File: config.mk
export PLATFORM = sky130hd
export DESIGN_NAME = obi_fetch_master
export DESIGN_NICKNAME = d
export VERILOG_FILES = /design/src/rtl/obi_fetch_master.sv
export SDC_FILE = /design/constraint.sdc
export NUM_CORES = 1
export LEC_CHECK = 0
export ABC_AREA = 1
export BUFFER_PORTS_ARGS = -buffer_cell sky130_fd_sc_hd__buf_2
export CORE_AREA = 5 5 271 207
export CTS_CLUSTER_DIAMETER = 100
export DETAILED_ROUTE_END_ITERATION = 7
export DIE_AREA = 0 0 276 212
export SLEW_MARGIN = 40
export SYNTH_ARGS = -nofsm -noshare
export SYNTH_HDL_FRONTEND = slang
export SYNTH_SLANG_ARGS = --single-unit
export TNS_END_PERCENT = 50
File: constraint.sdc
create_clock -name clk -period 8.5 [get_ports clk]
set_input_delay 1.275 -clock clk [delete_from_list [all_inputs] [get_ports clk]]
set_output_delay 1.275 -clock clk [all_outputs]
set_load 0.02 [all_outputs]
File: src/rtl/obi_fetch_master.sv
// Instruction-fetch initiator for the OBI-style instr bus.
// Fetches sequential words from BOOT_ADDR (or a redirect target) into an
// in-order prefetch FIFO and presents them on a valid/ready interface.
// Ports:
//   clk, rst (async, active-low)
//   en_i, redirect_i, redirect_addr_i         : fetch control
//   instr_req_o/addr_o, instr_gnt_i           : bus address phase
//   instr_rvalid_i/rdata_i/err_i (+intg, unused): bus response phase
//   out_valid_o/ready_i/rdata_o/addr_o/err_o  : consumer side (FIFO head)
module obi_fetch_master #(
  parameter int unsigned DEPTH     = 4,
  parameter logic [31:0] BOOT_ADDR = 32'h00000080
) (
  input  logic        clk,
  input  logic        rst,
  input  logic        en_i,
  input  logic        redirect_i,
  input  logic [31:0] redirect_addr_i,
  output logic        instr_req_o,
  output logic [31:0] instr_addr_o,
  input  logic        instr_gnt_i,
  input  logic        instr_rvalid_i,
  input  logic [31:0] instr_rdata_i,
  input  logic [6:0]  instr_rdata_intg_i,
  input  logic        instr_err_i,
  output logic        out_valid_o,
  input  logic        out_ready_i,
  output logic [31:0] out_rdata_o,
  output logic [31:0] out_addr_o,
  output logic        out_err_o
);

  localparam int unsigned PW = (DEPTH > 1) ? $clog2(DEPTH) : 1;
  localparam int unsigned CW = $clog2(DEPTH + 1);
  localparam int unsigned SW = CW + 1;
  localparam int unsigned EW = 65;
  localparam logic [31:0] BOOT_WORD = {BOOT_ADDR[31:2], 2'b00};

  typedef enum logic [1:0] {ST_IDLE, ST_FETCH, ST_HALT} state_t;

  state_t          r_state;
  logic            r_req;
  logic [31:0]     r_addr;
  logic [31:0]     r_fetch_addr;
  logic [31:0]     r_resp_addr;
  logic [31:0]     r_target;
  logic            r_pending;
  logic [CW-1:0]   r_outstanding;
  logic [CW-1:0]   r_discard;
  logic [CW-1:0]   r_count;
  logic [PW-1:0]   r_wptr;
  logic [PW-1:0]   r_rptr;
  logic [EW-1:0]   r_mem [DEPTH];
  logic            r_out_valid;
  logic [31:0]     r_out_rdata;
  logic [31:0]     r_out_addr;
  logic            r_out_err;

  state_t          w_state_nxt;
  logic            w_grant;
  logic            w_hold;
  logic            w_push;
  logic            w_pop;
  logic            w_start_boot;
  logic            w_pend_release;
  logic            w_pending_nxt;
  logic            w_credit_ok;
  logic            w_req_nxt;
  logic [31:0]     w_redir_tgt;
  logic [31:0]     w_fetch_nxt;
  logic [31:0]     w_resp_nxt;
  logic [31:0]     w_addr_nxt;
  logic [CW-1:0]   w_outstanding_nxt;
  logic [CW-1:0]   w_discard_nxt;
  logic [CW-1:0]   w_count_nxt;
  logic [PW-1:0]   w_wptr_nxt;
  logic [PW-1:0]   w_rptr_nxt;
  logic [EW-1:0]   w_push_entry;
  logic [EW-1:0]   w_head_entry;
  logic            w_unused_intg;

  assign w_unused_intg = ^instr_rdata_intg_i;

  // Next-state, bookkeeping and request decision for the coming cycle
  always_comb begin
    w_grant        = r_req & instr_gnt_i;
    w_hold         = r_req & ~instr_gnt_i;
    w_push         = instr_rvalid_i & ~redirect_i & (r_discard == '0);
    w_pop          = r_out_valid & out_ready_i & ~redirect_i;
    w_redir_tgt    = {redirect_addr_i[31:2], 2'b00};
    w_start_boot   = (r_state == ST_IDLE) & en_i & ~redirect_i;
    w_pend_release = r_pending & w_grant & ~redirect_i;
    w_push_entry   = {instr_err_i, r_resp_addr, instr_rdata_i};

    w_state_nxt = r_state;
    if (redirect_i) begin
      w_state_nxt = ST_FETCH;
    end else begin
      case (r_state)
        ST_IDLE:  if (en_i) w_state_nxt = ST_FETCH;
        ST_FETCH: if (w_push && instr_err_i) w_state_nxt = ST_HALT;
        ST_HALT:  w_state_nxt = ST_HALT;
        default:  w_state_nxt = ST_IDLE;
      endcase
    end

    // A request held at redirect keeps its address; the target is issued after its grant
    w_fetch_nxt = r_fetch_addr;
    w_resp_nxt  = r_resp_addr;
    if (redirect_i) begin
      if (!w_hold) begin
        w_fetch_nxt = w_redir_tgt;
        w_resp_nxt  = w_redir_tgt;
      end
    end else if (w_pend_release) begin
      w_fetch_nxt = r_target;
      w_resp_nxt  = r_target;
    end else if (w_start_boot) begin
      w_fetch_nxt = BOOT_WORD;
      w_resp_nxt  = BOOT_WORD;
    end else begin
      if (w_grant) w_fetch_nxt = r_fetch_addr + 32'd4;
      if (w_push)  w_resp_nxt  = r_resp_addr + 32'd4;
    end

    w_pending_nxt = redirect_i ? w_hold : (w_pend_release ? 1'b0 : r_pending);

    w_outstanding_nxt = r_outstanding + CW'(w_grant) - CW'(instr_rvalid_i);

    // Every response still owed at redirect is thrown away, as is the held request's
    if (redirect_i) begin
      w_discard_nxt = w_outstanding_nxt;
    end else begin
      w_discard_nxt = r_discard + CW'(r_pending & w_grant)
                    - CW'(instr_rvalid_i & (r_discard != '0));
    end

    if (redirect_i) begin
      w_count_nxt = '0;
      w_wptr_nxt  = '0;
      w_rptr_nxt  = '0;
    end else begin
      w_count_nxt = r_count + CW'(w_push) - CW'(w_pop);
      w_wptr_nxt  = r_wptr + PW'(w_push);
      w_rptr_nxt  = r_rptr + PW'(w_pop);
    end

    // Credit: FIFO slots already promised to in-flight responses are not reusable
    w_credit_ok = (SW'(w_count_nxt) + SW'(w_outstanding_nxt)) < SW'(DEPTH);
    w_req_nxt   = w_hold | ((w_state_nxt == ST_FETCH) & en_i & ~w_pending_nxt & w_credit_ok);
    w_addr_nxt  = (!w_hold && w_req_nxt) ? w_fetch_nxt : r_addr;

    // Head after this edge: bypass the word being written if it lands at the new head
    w_head_entry = (w_push && (r_wptr == w_rptr_nxt)) ? w_push_entry : r_mem[w_rptr_nxt];
  end

  // FIFO storage (no reset needed; validity is tracked by r_count)
  always_ff @(posedge clk) begin
    if (w_push) r_mem[r_wptr] <= w_push_entry;
  end

  // FSM, bus request and FIFO control registers
  always_ff @(posedge clk or negedge rst) begin
    if (!rst) begin
      r_state       <= ST_IDLE;
      r_req         <= 1'b0;
      r_addr        <= '0;
      r_fetch_addr  <= '0;
      r_resp_addr   <= '0;
      r_target      <= '0;
      r_pending     <= 1'b0;
      r_outstanding <= '0;
      r_discard     <= '0;
      r_count       <= '0;
      r_wptr        <= '0;
      r_rptr        <= '0;
      r_out_valid   <= 1'b0;
      r_out_rdata   <= '0;
      r_out_addr    <= '0;
      r_out_err     <= 1'b0;
    end else begin
      r_state       <= w_state_nxt;
      r_req         <= w_req_nxt;
      r_addr        <= w_addr_nxt;
      r_fetch_addr  <= w_fetch_nxt;
      r_resp_addr   <= w_resp_nxt;
      if (redirect_i) r_target <= w_redir_tgt;
      r_pending     <= w_pending_nxt;
      r_outstanding <= w_outstanding_nxt;
      r_discard     <= w_discard_nxt;
      r_count       <= w_count_nxt;
      r_wptr        <= w_wptr_nxt;
      r_rptr        <= w_rptr_nxt;
      r_out_valid   <= (w_count_nxt != '0);
      if (w_count_nxt != '0) begin
        r_out_err   <= w_head_entry[64];
        r_out_addr  <= w_head_entry[63:32];
        r_out_rdata <= w_head_entry[31:0];
      end
    end
  end

  assign instr_req_o  = r_req;
  assign instr_addr_o = r_addr;
  assign out_valid_o  = r_out_valid;
  assign out_rdata_o  = r_out_rdata;
  assign out_addr_o   = r_out_addr;
  assign out_err_o    = r_out_err;

endmodule

Word level (Yosys, flattened, before mapping)
Memories as Yosys holds them, arrays and structs flattened. A register that Yosys moved wholly into a read port is not among the register bits. Index checks and enable logic that the tools add are counted.

Bits in registers: 144. RAM bits: 260. Bits of input ports: 79. Output and inout port bits: 99. Logic and storage cells: 81. Memories kept: 1.

Add/subtract/negate cells: 11. Magnitude comparators: 1. Equal/unequal tests: 4. Multiplexer cells: 22. Bitwise operators: 19. Reduce and logical (&&, ||, !) cells: 10.

Memories: r_mem (words 4, bits a word 65, rd ports 1, clocked after Yosys merged registers in 1, write ports 1, line 53) `logic [EW-1:0] r_mem [DEPTH];`.

Operator list (count): 32-bit two-way mux (10); 32-bit by 3-bit adder with 32-bit output, second input constant (2); 1-bit bitwise AND (15); 2-bit two-way mux (5); 3-bit by 1-bit adder with 3-bit output (3); 3-bit by 1-bit subtractor with 3-bit output (3); 3-bit two-way mux (2); 2-bit one-hot mux with 3 select lines (1); 3-bit nonzero test (2); 2-bit by 1-bit adder with 2-bit output (2); 3-bit by 3-bit adder with 4-bit output (1); 2-bit by 1-bit == test with 1-bit output, second input constant (2); 4-bit by 3-bit < comparator with 1-bit output, second input constant (1); 1-bit two-way mux (4); 4-bit nonzero test (1); 3-bit zero test (1); 1-bit NOT (3); 2-bit == test, second input constant (1); 1-bit logical AND (2); 1-bit zero test (2); 2-bit zero test (1); 2-bit inequality test, second input constant (1); 2-bit AND reduction (1); 1-bit bitwise OR (1).

Logic depth before layout (Yosys ltp)
Depth in word-level cells: 13. Gate-level depth with buffers: 21. Gate-level depth less buffers: 19.

Worst setup path after synthesis
No wires, ideal clock.

Path kind: input port to flip-flop. From: input redirect_i. To: memory r_mem[2][0], enable pin. Library setup time: 0.562 ns. Data arrival time: 5.995 ns. Data required time: 7.938 ns. Slack: 1.944 ns. Cell stages on the path: 5. Buffers on the path: 2. Cell sequence: buf_6 -> inv_2 -> buf_6 -> nand2_4 -> nor3_1.

Word-level cells in the longest chain between the ends: 5.

RTL lines: from (decl) (line 17) `input logic redirect_i,`; 1-bit NOT (line 88) `w_push = instr_rvalid_i & ~redirect_i & (r_discard == '0);`; 1-bit bitwise AND (2 in a row) (line 88); 1-bit two-way mux (line 159) `if (w_push) r_mem[r_wptr] <= w_push_entry;`; 1-bit two-way mux (not written as such) (line 159); to (decl) (line 53).

Every way passes these cells.

Final worst setup path
From: input redirect_i. To: register r_addr[29] (netlist: instr_addr_o[29]).

Elaborated cells on any way between the ends: 27. Those cells by class: add/sub: 3; order compare: 1; eq/ne: 1; mux: 9; bitwise: 11; reduce/logical: 2.

RTL lines: 1-bit NOT (line 88, 89); 1-bit bitwise AND (2 in a row) (line 88); 3-bit by 1-bit adder with 3-bit output (line 143) `w_count_nxt = r_count + CW'(w_push) - CW'(w_pop);`; 3-bit by 1-bit subtractor with 3-bit output (line 143); 3-bit two-way mux * (line 138) `if (redirect_i) begin`; net w_count_nxt[2] (line 75) `logic [CW-1:0] w_count_nxt;`; 3-bit by 3-bit adder with 4-bit output * (line 149) `w_credit_ok = (SW'(w_count_nxt) + SW'(w_outstanding_nxt)) < SW'(DEPTH);`; 4-bit by 3-bit < comparator with 1-bit output * (line 149); 1-bit bitwise AND * (line 150) `w_req_nxt = w_hold | ((w_state_nxt == ST_FETCH) & en_i & ~w_pending_nxt & w_credit_ok);`; 1-bit bitwise OR * (line 150); 1-bit logical AND * (line 151) `w_addr_nxt = (!w_hold && w_req_nxt) ? w_fetch_nxt : r_addr;`; to (signal assigned) (line 184) `r_addr <= w_addr_nxt;`; to (decl) (line 43) `logic [31:0] r_addr;`.

Mark *: on every way through the listed nets, which the timed path passes. The rest lies on a longest branch. A chain may end at the register's enable or synchronous reset.

==> insert_results.sql <==
INSERT INTO impl_metrics (metric_group, metric, value, unit) VALUES
('worst_setup_path', 'startpoint_type', 'input pin', ''),
('worst_setup_path', 'cpLargestDelayFamily', 'simple AND/OR/NAND/NOR gates', ''),
('timing', 'timing.final.crit_period', '4056', 'ps'),
('clock_network', 'post_cts_setup_bufs', '0', ''),
('power_and_ir_drop', 'pwr_density_cell', '332.3', 'nW/um2'),
('layout', 'area.sequential', '12700', 'um2'),
('floorplan', 'floorplan.core_area', '53520', 'um2'),
('layout', 'diodes', '0', ''),
('worst_setup_path', 'setup.worst_path.start', 'redirect_i', ''),
('timing', 'hold_violation_total_from_the_final_report', '0', ''),
('layout', 'post-route-util', '45.14', '%'),
('yosys', 'synthDistinctLibCells', '45', ''),
('yosys', 'synth.mux.area_fraction', '0', '%'),
('timing', 'finalWorstSetupSlack', '4444', 'ps'),
('global_route', 'grt_start_max_net_pins', '111', ''),
('worst_setup_path', 'critical_path.max_fanout', '35', ''),
('floorplan', 'die-width', '276', 'um'),
('timing', 'fin_tns_setup', '0', 'ps'),
('clock_network', 'clock_path_buffers', '3', ''),
('layout', 'area.growth.synth_to_final', '14.79', '%'),
('layout', 'final_standard_cell_area_without_fillers', '24160', 'um2'),
('global_route', 'grt-ovfl-total', '0', ''),
('clock_network', 'clock-sinks', '457', ''),
('worst_setup_path', 'worstPathCellList', 'buf_2, nor2_2, nand2_1, nand2_1, ha_1, inv_1, fa_1, nor2_1, nand3b_1, inv_1, ha_1, nor2_1, nand3b_1, a211oi_2, nand3_2, buf_4, inv_2, nand2_1, nand2_1', ''),
('worst_setup_path', 'r2r-start', 'r_discard[1]$_DFF_PN0_', ''),
('layout', 'final_layout_size_suffix_gt1_share', '12.79', '%'),
('place', 'dpl_cell_area', '22460', 'um2'),
('power_and_ir_drop', 'cellLeakagePower', '10.76', 'nW'),
('job', 'drv.max_cap_violation_count', '0', ''),
('detailed_routing', 'highest-signal-layer', 'met4', ''),
('layout', 'nFillCells', '5267', ''),
('timing', 'period_utilization', '47.72', '%'),
('yosys', 'adder_cell_area_share_of_the_yosys_netlist', '0.8205', '%'),
('place', 'gp_congestion', '0.9171', ''),
('detailed_routing', 'remaining_drc_errors', '0', ''),
('clock_network', 'clock_tree_from_tritoncts', 'yes', ''),
('yosys', 'syn_avg_cell_area', '9.177', 'um2'),
('yosys', 'netlist.top_cell.by_area', 'edfxtp_1', ''),
('worst_setup_path', 'slowest_stage', 'inv_2', ''),
('detailed_routing', 'routed_wl', '59.44', 'mm'),
('power_and_ir_drop', 'fin_total_pwr', '8.027', 'mW'),
('floorplan', 'row_count', '74', ''),
('worst_hold_path', 'timing.hold.worst.start', 'r_target[22]$_DFFE_PN0P_', ''),
('worst_setup_path', 'timing.reg2reg.setup_slack', '4590', 'ps'),
('worst_setup_path', 'timing.critical_path.buf_inv', '5', ''),
('floorplan', 'chipHeight', '212', 'um'),
('floorplan', 'floorplan.initialDensity', '39.32', '%'),
('timing', 'fin_worst_hold_slack', '466.1', 'ps'),
('worst_hold_path', 'hold_class', 'reg -> reg', ''),
('timing', 'setup-violations-final', '0', ''),
('yosys', 'synth_edf_count', '252', ''),
('yosys', 'synth_top_cells_by_area', 'edfxtp_1 36%, dfrtp_1 24%, nand2_1 16%, nand3_1 6.7%, nor2_1 2.4%', ''),
('layout', 'number_of_nets_in_the_finished_design', '2515', ''),
('detailed_routing', 'detailed_router_iteration_count_before_antenna_repair', '6', ''),
('worst_setup_path', 'reg2reg_depth', '20', ''),
('clock_network', 'htree_levels', '2', ''),
('detailed_routing', 'wl_per_cell', '18.67', 'um'),
('global_route', 'grt_pass1_wl', '92.85', 'mm'),
('yosys', 'most_instantiated_library_cell_after_synthesis', 'nand2_1', ''),
('status', 'run_status', 'finished, final reports clean', ''),
('timing', 'worst_slew_pin_slew', '793.4', 'ps'),
('clock_network', 'post_cts.resized_instances', '0', ''),
('yosys', 'async_reset_ff_share', '44.86', '%'),
('worst_setup_path', 'arrival', '4570', 'ps'),
('yosys', 'syn_inst', '2293', ''),
('worst_setup_path', 'crit_required', '9010', 'ps'),
('yosys', 'synth.cells.most_frequent', '884 x nand2_1, 283 x nand3_1, 252 x edfxtp_1, 205 x dfrtp_1, 133 x nor2_1', ''),
('timing', 'maxClockFrequency', '246.5', 'MHz'),
('yosys', 'yosysTopAreaCellShare', '35.96', '%'),
('worst_setup_path', 'slowest_delay', '400', 'ps'),
('global_route', 'grt_pass1_vias', '16010', '');
==> metal layers <==
layer,vias to the layer above,global-route usage (%)
met5,-,0
met3,76,3.524
met1,7845,29.34
met2,458,31.08
met4,0,4.786
li1,7852,-
==> registers in the layout, summed over array words and instances (netlist names), 30 cells and up <==
| name | count |
|---|---|
| r_resp_addr | 30 |
| out_addr_o | 30 |
| r_fetch_addr | 32 |
| instr_addr_o | 32 |
| r_target | 30 |
| r_mem | 252 |
| out_rdata_o | 32 |
==> report_power, final <==
part           internal (mW)  total [mW]  switching (mW)  leakage [nW]
Combinational          0.763        2.59            1.83          5.16
Clock                   1.33        2.22           0.898         0.820
Sequential              2.83        3.21           0.386          4.78
==> logic make-up (layout without fill, tap and decap cells) <==
kind of cell	after synthesis	after routing
simple gates	1424	1424
buf+inv	245	413
fa+ha+maj	12	12
xor+xnor	18	18
compound gates	136	136
other cells	1	2
flops	457	457
==> cell type report <==
| type | count | area share [%] |
|---|---|---|
| sequential | 457 | 52.56 |
| multi-input combinational | 1592 | 30.18 |
| clock buffer | 62 | 5.387 |
| timing repair buffer | 191 | 4.491 |
| tap | 722 | 3.740 |
| inverter | 136 | 2.139 |
| clock inverter | 24 | 1.497 |
==> worst max-delay path by stage <==
stage                                               to  cells past startpoint
final                     instr_addr_o[29]$_DFFE_PN0P_                     19
after global routing      instr_addr_o[26]$_DFFE_PN0P_                     19
after CTS                 instr_addr_o[29]$_DFFE_PN0P_                     19
after detailed placement  instr_addr_o[29]$_DFFE_PN0P_                     19
after global placement      out_addr_o[16]$_DFFE_PN0P_                     12
after floorplan                  r_mem[2][0]$_DFFE_PP_                      5
==> cells in the final DEF (no fill, tap or decap), drive strengths merged, types with 3 or more instances in the layout <==
cell    count
o211ai     11
a41oi       3
a21oi      45
nand2     895
edfxtp    252
a31oi       6
bufinv      8
nor3       15
buf       190
fa          3
ha          9
a22oi       5
xnor2       7
nand3     288
clkbuf     63
o21ai      55
nor3b       8
inv       136
o22ai       7
clkinv     15
dfrtp     205
nand4      29
xor2       11
nor2      141
nand3b     46
==> worst register-to-register path: stages (launching register included) <==
cell and delay, ps:
dfrtp_1 420, nor3_2 230, nand2_2 200, inv_2 160, nand3_1 80, nand2_1 70, ha_1 130, inv_1 50
fa_1 390, nor2_1 120, nand3b_1 140, inv_1 70, ha_1 260, nor2_1 100, nand3b_1 100, a211oi_2 300
nand3_2 110, buf_4 270, inv_2 420, nand2_1 130, nand2_1 90
No activity file was read; power rests on OpenSTA's default activity.
